==> src/rtl/snd_axilite_pkg.sv <==
// Shared types and constants for the sound IP AXI4-Lite register bridge.
package snd_axilite_pkg;

  typedef enum logic [1:0] {
    W_IDLE,
    W_STROBE,
    W_RESP
  } wr_state_t;

  typedef enum logic [1:0] {
    R_IDLE,
    R_STROBE,
    R_RESP
  } rd_state_t;

  localparam logic [1:0] RESP_OKAY = 2'b00;

endpackage

==> src/rtl/snd_axilite_bridge.sv <==
// AXI4-Lite slave that turns each AXI write into one WREN strobe and each
// AXI read into one RDEN strobe on the snd_regctl register bus.
//
// Write FSM
//   state    | meaning
//   W_IDLE   | accepting AW and W independently, waiting for both
//   W_STROBE | WREN high for one cycle from the latched address/data/strobe
//   W_RESP   | BVALID high until BREADY
// Read FSM
//   state    | meaning
//   R_IDLE   | accepting AR
//   R_STROBE | RDEN high for one cycle
//   R_RESP   | RVALID high with RDATA passed through until RREADY
module snd_axilite_bridge
  import snd_axilite_pkg::*;
#(
  parameter int C_S_AXI_ADDR_WIDTH = 16,
  parameter int C_S_AXI_DATA_WIDTH = 32
) (
  input  logic                            ACLK,
  input  logic                            ARESETN,
  input  logic [C_S_AXI_ADDR_WIDTH-1:0]   S_AXI_AWADDR,
  input  logic                            S_AXI_AWVALID,
  output logic                            S_AXI_AWREADY,
  input  logic [C_S_AXI_DATA_WIDTH-1:0]   S_AXI_WDATA,
  input  logic [C_S_AXI_DATA_WIDTH/8-1:0] S_AXI_WSTRB,
  input  logic                            S_AXI_WVALID,
  output logic                            S_AXI_WREADY,
  output logic [1:0]                      S_AXI_BRESP,
  output logic                            S_AXI_BVALID,
  input  logic                            S_AXI_BREADY,
  input  logic [C_S_AXI_ADDR_WIDTH-1:0]   S_AXI_ARADDR,
  input  logic                            S_AXI_ARVALID,
  output logic                            S_AXI_ARREADY,
  output logic [C_S_AXI_DATA_WIDTH-1:0]   S_AXI_RDATA,
  output logic [1:0]                      S_AXI_RRESP,
  output logic                            S_AXI_RVALID,
  input  logic                            S_AXI_RREADY,
  output logic [15:0]                     WRADDR,
  output logic [C_S_AXI_DATA_WIDTH/8-1:0] BYTEEN,
  output logic                            WREN,
  output logic [C_S_AXI_DATA_WIDTH-1:0]   WDATA,
  output logic [15:0]                     RDADDR,
  output logic                            RDEN,
  input  logic [C_S_AXI_DATA_WIDTH-1:0]   RDATA
);

  wr_state_t wr_state, wr_state_nxt;
  rd_state_t rd_state, rd_state_nxt;

  logic                            aw_held, w_held;
  logic                            aw_hs, w_hs, ar_hs;
  logic [15:0]                     wr_addr_q, rd_addr_q;
  logic [C_S_AXI_DATA_WIDTH-1:0]   wr_data_q;
  logic [C_S_AXI_DATA_WIDTH/8-1:0] wr_strb_q;

  assign WRADDR      = wr_addr_q;
  assign BYTEEN      = wr_strb_q;
  assign WDATA       = wr_data_q;
  assign RDADDR      = rd_addr_q;
  assign S_AXI_BRESP = RESP_OKAY;
  assign S_AXI_RRESP = RESP_OKAY;
  assign S_AXI_RDATA = RDATA;

  // Write FSM next state and outputs; readies and strobe are gated by reset
  // so nothing is accepted or emitted while ARESETN is low.
  always_comb begin
    wr_state_nxt  = wr_state;
    S_AXI_AWREADY = 1'b0;
    S_AXI_WREADY  = 1'b0;
    S_AXI_BVALID  = 1'b0;
    WREN          = 1'b0;
    aw_hs         = 1'b0;
    w_hs          = 1'b0;
    case (wr_state)
      W_IDLE: begin
        S_AXI_AWREADY = ARESETN && !aw_held;
        S_AXI_WREADY  = ARESETN && !w_held;
        aw_hs         = S_AXI_AWVALID && S_AXI_AWREADY;
        w_hs          = S_AXI_WVALID && S_AXI_WREADY;
        if ((aw_held || aw_hs) && (w_held || w_hs)) begin
          wr_state_nxt = W_STROBE;
        end
      end
      W_STROBE: begin
        WREN         = ARESETN;
        wr_state_nxt = W_RESP;
      end
      W_RESP: begin
        S_AXI_BVALID = 1'b1;
        if (S_AXI_BREADY) begin
          wr_state_nxt = W_IDLE;
        end
      end
      default: wr_state_nxt = W_IDLE;
    endcase
  end

  // Write state register plus independent AW and W capture latches.
  always_ff @(posedge ACLK) begin
    if (!ARESETN) begin
      wr_state  <= W_IDLE;
      aw_held   <= 1'b0;
      w_held    <= 1'b0;
      wr_addr_q <= '0;
      wr_data_q <= '0;
      wr_strb_q <= '0;
    end else begin
      wr_state <= wr_state_nxt;
      if (wr_state == W_STROBE) begin
        aw_held <= 1'b0;
        w_held  <= 1'b0;
      end else begin
        if (aw_hs) begin
          aw_held   <= 1'b1;
          wr_addr_q <= S_AXI_AWADDR[15:0];
        end
        if (w_hs) begin
          w_held    <= 1'b1;
          wr_data_q <= S_AXI_WDATA;
          wr_strb_q <= S_AXI_WSTRB;
        end
      end
    end
  end

  // Read FSM next state and outputs.
  always_comb begin
    rd_state_nxt  = rd_state;
    S_AXI_ARREADY = 1'b0;
    S_AXI_RVALID  = 1'b0;
    RDEN          = 1'b0;
    ar_hs         = 1'b0;
    case (rd_state)
      R_IDLE: begin
        S_AXI_ARREADY = ARESETN;
        ar_hs         = S_AXI_ARVALID && S_AXI_ARREADY;
        if (ar_hs) begin
          rd_state_nxt = R_STROBE;
        end
      end
      R_STROBE: begin
        RDEN         = ARESETN;
        rd_state_nxt = R_RESP;
      end
      R_RESP: begin
        S_AXI_RVALID = 1'b1;
        if (S_AXI_RREADY) begin
          rd_state_nxt = R_IDLE;
        end
      end
      default: rd_state_nxt = R_IDLE;
    endcase
  end

  // Read state register and address latch.
  always_ff @(posedge ACLK) begin
    if (!ARESETN) begin
      rd_state  <= R_IDLE;
      rd_addr_q <= '0;
    end else begin
      rd_state <= rd_state_nxt;
      if (ar_hs) begin
        rd_addr_q <= S_AXI_ARADDR[15:0];
      end
    end
  end

endmodule

==> config.mk <==
export PLATFORM = sky130hd
export DESIGN_NAME = snd_axilite_bridge
export DESIGN_NICKNAME = d
export VERILOG_FILES = /design/src/rtl/snd_axilite_pkg.sv /design/src/rtl/snd_axilite_bridge.sv
export SDC_FILE = /design/constraint.sdc
export NUM_CORES = 1
export LEC_CHECK = 0
export CAP_MARGIN = 0
export CELL_PAD_IN_SITES_DETAIL_PLACEMENT = 1
export CELL_PAD_IN_SITES_GLOBAL_PLACEMENT = 2
export CORE_UTILIZATION = 15
export CTS_CLUSTER_SIZE = 20
export DETAILED_ROUTE_END_ITERATION = 10
export PLACE_DENSITY_LB_ADDON = 0.1
export SYNTH_ARGS = -nofsm -noshare
export SYNTH_HDL_FRONTEND = slang
export SYNTH_SLANG_ARGS = --single-unit
==> constraint.sdc <==
create_clock -name ACLK -period 1.55 [get_ports ACLK]
set_clock_uncertainty 0.05 [all_clocks]
set_input_delay 0.2325 -clock ACLK [delete_from_list [all_inputs] [get_ports ACLK]]
set_output_delay 0.2325 -clock ACLK [all_outputs]
set_load 0.1 [all_outputs]
==> results of run 1 <==
## critical path: cells and delay by family (launching register included)
| family | cells | cell delay [ps] |
|---|---|---|
| DFF | 1 | 330 |
| buffers and inverters | 2 | 310 |
| and+or+nand+nor | 2 | 510 |
## placed cells by master, fill, tap and decap left out, drive strengths merged
master	instances
nor2b	4
o41a	2
nand2	32
conb	4
dlygate4sd2	1
o21a	2
buf	105
inv	3
and4bb	1
nor2	6
a21oi	2
o22ai	1
and2	1
o21ai	16
clkdlybuf4s50	73
or3b	1
a22o	52
clkbuf	20
nand2b	1
and3b	1
nor3b	1
clkinv	3
nor3	3
dfxtp	74
## through the flow
step / std cells / power [mW] / setup WS [ps] / hold slack [ps]
floorplan: 259 / 4.00 / -204 / 291
global placement: 598 / 4.65 / -357 / 416
detailed placement: 598 / 4.65 / -358 / 416
CTS: 619 / 6.69 / -274 / 394
global route: 634 / 7.02 / -290 / 410
finish: 634 / 6.73 / -227 / 405
## registers in the layout, summed over array words and instances (netlist names)
name,cells
wr_state,2
RDADDR,16
rd_state,2
aw_held,1
BYTEEN,4
WRADDR,16
w_held,1
WDATA,32
## repair_timing
| item | 4_1_cts | 5_1_grt |
|---|---|---|
| endpoints found under the setup margin | 29 | 57 |
| endpoints found under the hold margin | 0 | 0 |
| gates resized for setup | 11 | 7 |
| gates cloned | 0 | 11 |
| setup buffers | 5 | 5 |
| pin swaps | 4 | 41 |
## power by group
group          internal, mW  switching (mW)  total [mW]
registers              2.06           0.162        2.22
clock network          1.12           0.819        1.94
logic                  1.04            1.52        2.56
## synth_stat cells
cell	count
and2_1	1
o22ai_1	1
nor3_1	1
nor2_1	6
and4bb_2	1
buf_4	38
buf_2	1
nor2b_1	4
and3b_1	1
a21oi_1	2
inv_1	3
conb_1	1
o21ai_0	16
o41a_1	2
clkbuf_1	10
nand2_1	32
a22o_1	52
nand2b_1	1
buf_6	3
o21a_1	2
dfxtp_1	74
nor3_4	2
or3b_1	1
nor3b_1	1
## worst max-delay path by stage
stage               slack (ps)  depth (start not counted)                startpoint            end
floorplan                 -200                          3                   ARESETN  S_AXI_ARREADY
global placement          -360                          5                   ARESETN   S_AXI_WREADY
detailed placement        -360                          5                   ARESETN   S_AXI_WREADY
CTS                       -270                          4  wr_state[0]$_SDFFE_PN0P_   S_AXI_WREADY
global route              -290                          4  wr_state[0]$_SDFFE_PN0P_   S_AXI_WREADY
finish                    -230                          4  wr_state[0]$_SDFFE_PN0P_   S_AXI_WREADY
## per-layer routing
metal	share of wire	global-route usage	wire length (um)
met1	0.43	0.113	4440
met2	0.46	0.152	4730
met3	0.093	0.0444	961
met4	0.018	0.0543	185
met5	0	0	0
## cell type report
class                   count  area, sq um
fillers                  1864        11700
well taps                 225          282
clock buffers              13          250
clock inverters             3         15.0
repair buffers            186         2750
inverters                   3         11.3
flip-flops and latches     74         1490
multi-input cells         130          923
## cell families (layout without fill, tap and decap cells)
kind of cell,count (synthesis),count (layout),share of synthesized area
buffers and inverters,55,205,0.138
flip-flops,74,74,0.548
AND/OR/NAND/NOR,51,51,0.0944
other,1,4,0.00139
AO/OA/AOI/OAI,75,75,0.218
==> flow_summary.ini, run 1 <==
[outcome]
outcome = finished, violations left
violations = setup timing

[critical_path]
slowest_delay_ps = 410
crit_arrival_ps = 1490
cp.required_ps = 1270
r2r_start = wr_state[0]$_SDFFE_PN0P_
reg2reg_to = WRADDR[6]$_SDFFE_PN0P_
crit_type = flop to output port
reg2reg_setup_slack_ps = -170
end_kind = output port
reg2regPathDepth = 6
path_cells = or3b_4 -> buf_6 -> nor2_4 -> buf_12
crit_path_max_fanout = 3
crit_path_start_kind = flop
crit_slowest_cell = or3b_4

[cells_and_area]
num_antenna_cells = 0
fin_util = 0.329
nNetsFinal = 511
fin_area_sq_um = 5720
synthToLayoutAreaGrowth_pct = 112
final_layout_size_suffix_gt1_frac = 0.342

[floorplan]
rows = 48
die_area_sq_um = 18600
die_w_um = 136
start_util = 0.155
fp.dieH_um = 136
core_area_sq_um = 17400
num_io_pins = 218

[logic_synthesis]
yosysTopAreaCellShare = 0.548
synthCells = 256
yosys_register_bits = 74
synth_area_sq_um = 2700
ys_seq_area_frac = 0.548
ys_top_cells_by_area = dfxtp_1 (55%), a22o_1 (17%), buf_4 (11%), nand2_1 (4.4%), o21ai_0 (3.0%)
synth_top_cell_by_area = dfxtp_1
netlist-cell-type-count = 24
synth_area_per_cell_sq_um = 10.6
ys.warnings.count = 0

[hold_path]
min_from = S_AXI_ARADDR[11]
hold_class = input port to flop
hold_depth = 3
whs_endpoint = RDADDR[11]$_SDFFE_PN0P_

[drt]
route.detailed.drc = 0
vias = 2438
wire_per_inst_um = 16.3
postRouteAntennaNets = 0
viasPerCell = 3.85
drt_iter0_drc = 69
first_pass_iters = 5
wl_um = 10300

[placement]
post-dp-hpwl_um = 6300
gp_congestion = 0.664
placed_cell_area_sq_um = 5100
portBuffers = 149

[sta]
setup_viol = 56
worst_slack_ps = -227
max_freq_mhz = 563
timing.final.crit_share = 1.15
finalHoldViolCount = 0
drv_slew = 0
fin_crit_ps = 1780
rsz0062_at_grt = true
tns_ps = -7690

[power_and_ir_drop]
p_leak_nw = 2.28
peakVddDrop_uv = 471
powerDensity_nw_per_um2 = 1180

[grt]
grt.overflow.total = 0
grt_max_degree = 37
grt_use_total = 0.0987
grt_antenna_before_repair = 0
grt_pass1_wl_um = 13600
first_global_vias = 2457

[clock_network]
htreeDepth = 3
cts_tree = yes
clk_latency_ps = 330
clock_sinks = 74
cts_buffers = 9
cts_buffer_depth = 2
cts_root_buf = clkbuf_16
postCtsHoldBufs = 0
clk_pin_slew_ps = 60

[flow_run]
drv_cap = 0
Note: power is estimated with default switching activity, not from simulation.
==> run 2: changes to the inputs <==
--- a/config.mk
+++ b/config.mk
@@ -8,7 +8,7 @@
 export CAP_MARGIN = 0
 export CELL_PAD_IN_SITES_DETAIL_PLACEMENT = 1
 export CELL_PAD_IN_SITES_GLOBAL_PLACEMENT = 2
-export CORE_UTILIZATION = 15
+export CORE_UTILIZATION = 17
 export CTS_CLUSTER_SIZE = 20
 export DETAILED_ROUTE_END_ITERATION = 10
 export PLACE_DENSITY_LB_ADDON = 0.1
==> constraint.sdc (replaced) <==
create_clock -name ACLK -period 1.9 [get_ports ACLK]
set_clock_uncertainty 0.05 [all_clocks]
set_input_delay 0.285 -clock ACLK [delete_from_list [all_inputs] [get_ports ACLK]]
set_output_delay 0.285 -clock ACLK [all_outputs]
set_load 0.01 [all_outputs]
==> flow_summary.ini, run 2 (synthesis gave the netlist of run 1 again) <==
[outcome]
outcome = complete, no violations

[clock_network]
htreeDepth = 3
cts_buffer_depth = 2
cts_root_buf = clkbuf_16
cts_tree = yes
clock_sinks = 74
clk_pin_slew_ps = 60
clk_latency_ps = 330
cts_buffers = 9

[drt]
route.detailed.drc = 0
wire_per_inst_um = 13.9
viasPerCell = 3.84
drt_iter0_drc = 69
wl_um = 8280
vias = 2287
postRouteAntennaNets = 0
first_pass_iters = 4

[critical_path]
cp.required_ps = 1560
r2r_start = wr_state[1]$_SDFFE_PN0P_
cp-startpoint = ARESETN
crit_path_max_fanout = 13
crit_path_start_kind = input port
crit_type = input port to output port
end_kind = output port
crit_arrival_ps = 1470

[cells_and_area]
synthToLayoutAreaGrowth_pct = 71.8
fin_area_sq_um = 4640
layout_commonest_cell = clkdlybuf4s50_1
nNetsFinal = 487
final_layout_size_suffix_gt1_frac = 0.0857
num_antenna_cells = 0
largest_reg_flops = 32
final_cell_mix = clkdlybuf4s50_1 (143), dfxtp_1 (74), a22o_1 (52)

[power_and_ir_drop]
peakVddDrop_uv = 493
power_mw = 4.47
p_leak_nw = 1.79
powerDensity_nw_per_um2 = 962

[grt]
grt_max_degree = 37
use_met2 = 0.163
top_usage_layer = met2
first_global_vias = 2339
grt_util_met1 = 0.113
grt_use_total = 0.104
grt_pass1_wl_um = 12700
use_met3 = 0.0588
grt_antenna_before_repair = 0
grt.overflow.total = 0

[floorplan]
start_util = 0.176
die_area_sq_um = 16400
num_io_pins = 218
rows = 45
die_w_um = 128
core_area_sq_um = 15400
fp.dieH_um = 128

[flow_run]
drv_cap = 0

[hold_path]
min_from = RDADDR[12]$_SDFFE_PN0P_
hold_class = flop to flop

[sta]
max_freq_mhz = 555
timing.final.crit_share = 0.948
setup_viol = 0
rsz0062_at_grt = false
fin_crit_ps = 1800
finalHoldViolCount = 0
drv_slew = 0

[placement]
portBuffers = 149
post-dp-hpwl_um = 5800
placed_cell_area_sq_um = 4260
gp_congestion = 0.625
[run 2: cell types whose count changed in the layout (fill, tap and decap cells not counted), sizes merged]
| cell | before | now |
|---|---|---|
| inv | 3 | 4 |
| dlygate4sd2 | 1 | 4 |
| clkinvlp | 0 | 2 |
| clkinv | 3 | 0 |
| buf | 105 | 12 |
| bufinv | 0 | 3 |
| bufbuf | 0 | 1 |
| clkbuf | 20 | 11 |
| dlymetal6s2s | 0 | 1 |
| clkdlybuf4s50 | 73 | 143 |
[run 2: timing repair]
item | CTS | global route
cloned | 1 | 0
pin swaps | 0 | 0
setup buffers | 0 | 0
endpoints found under the hold margin | 0 | 0
hold buffers | 0 | 0
setup endpoints to repair | 5 | 2
resized for setup | 9 | 3
[run 2: power breakdown]
group          switching, mW  leakage (nW)  internal [mW]
clock                  0.678         0.159           1.29
sequential            0.0683         0.608           1.68
combinational          0.284          1.02          0.471
[run 2: stage by stage]
step / setup TNS, ps / worst slack, ps / utilization / hold slack (ps) / instances
6_report: 0 / 98.4 / 0.302 / 405 / 596
5_1_grt: 0 / 22.6 / 0.302 / 431 / 596
4_1_cts: 0 / 5.82 / 0.302 / 409 / 596
3_5_place_dp: -6190 / -345 / 0.277 / 399 / 579
3_3_place_gp: -6310 / -322 / 0.277 / 393 / 579
2_1_floorplan: 0 / 337 / - / 344 / 259
[run 2: final cells by class]
class / count / area (sq um)
Clock inverter: 6 / 114
Clock buffer: 10 / 229
Tap cell: 211 / 264
Multi-Input combinational cell: 130 / 862
Sequential cell: 74 / 1480
Fill cell: 1707 / 10700
Inverter: 3 / 11.3
Timing Repair Buffer: 162 / 1680
[run 2: worst paths after layout]
kind	end	slack, ps	depth (start not counted)
worst max-delay path	RDEN	100	4
worst min-delay path	RDADDR[12]$_SDFFE_PN0P_	410	2
worst max register to register	WDATA[15]$_SDFFE_PN0P_	340	5
worst min register to register	RDADDR[12]$_SDFFE_PN0P_	410	2
[run 2: worst max-delay path, cell delays in order]
cell and delay, ps:
dlygate4sd2_1 330, buf_12 170, and3b_1 150, clkdlybuf4s50_1 520
[run 2: layer usage]
| metal | wire length [um] | part of all wire |
|---|---|---|
| met1 | 3330 | 0.40 |
| met2 | 3830 | 0.46 |
| met3 | 946 | 0.11 |
| met4 | 166 | 0.020 |
| met5 | 0 | 0 |
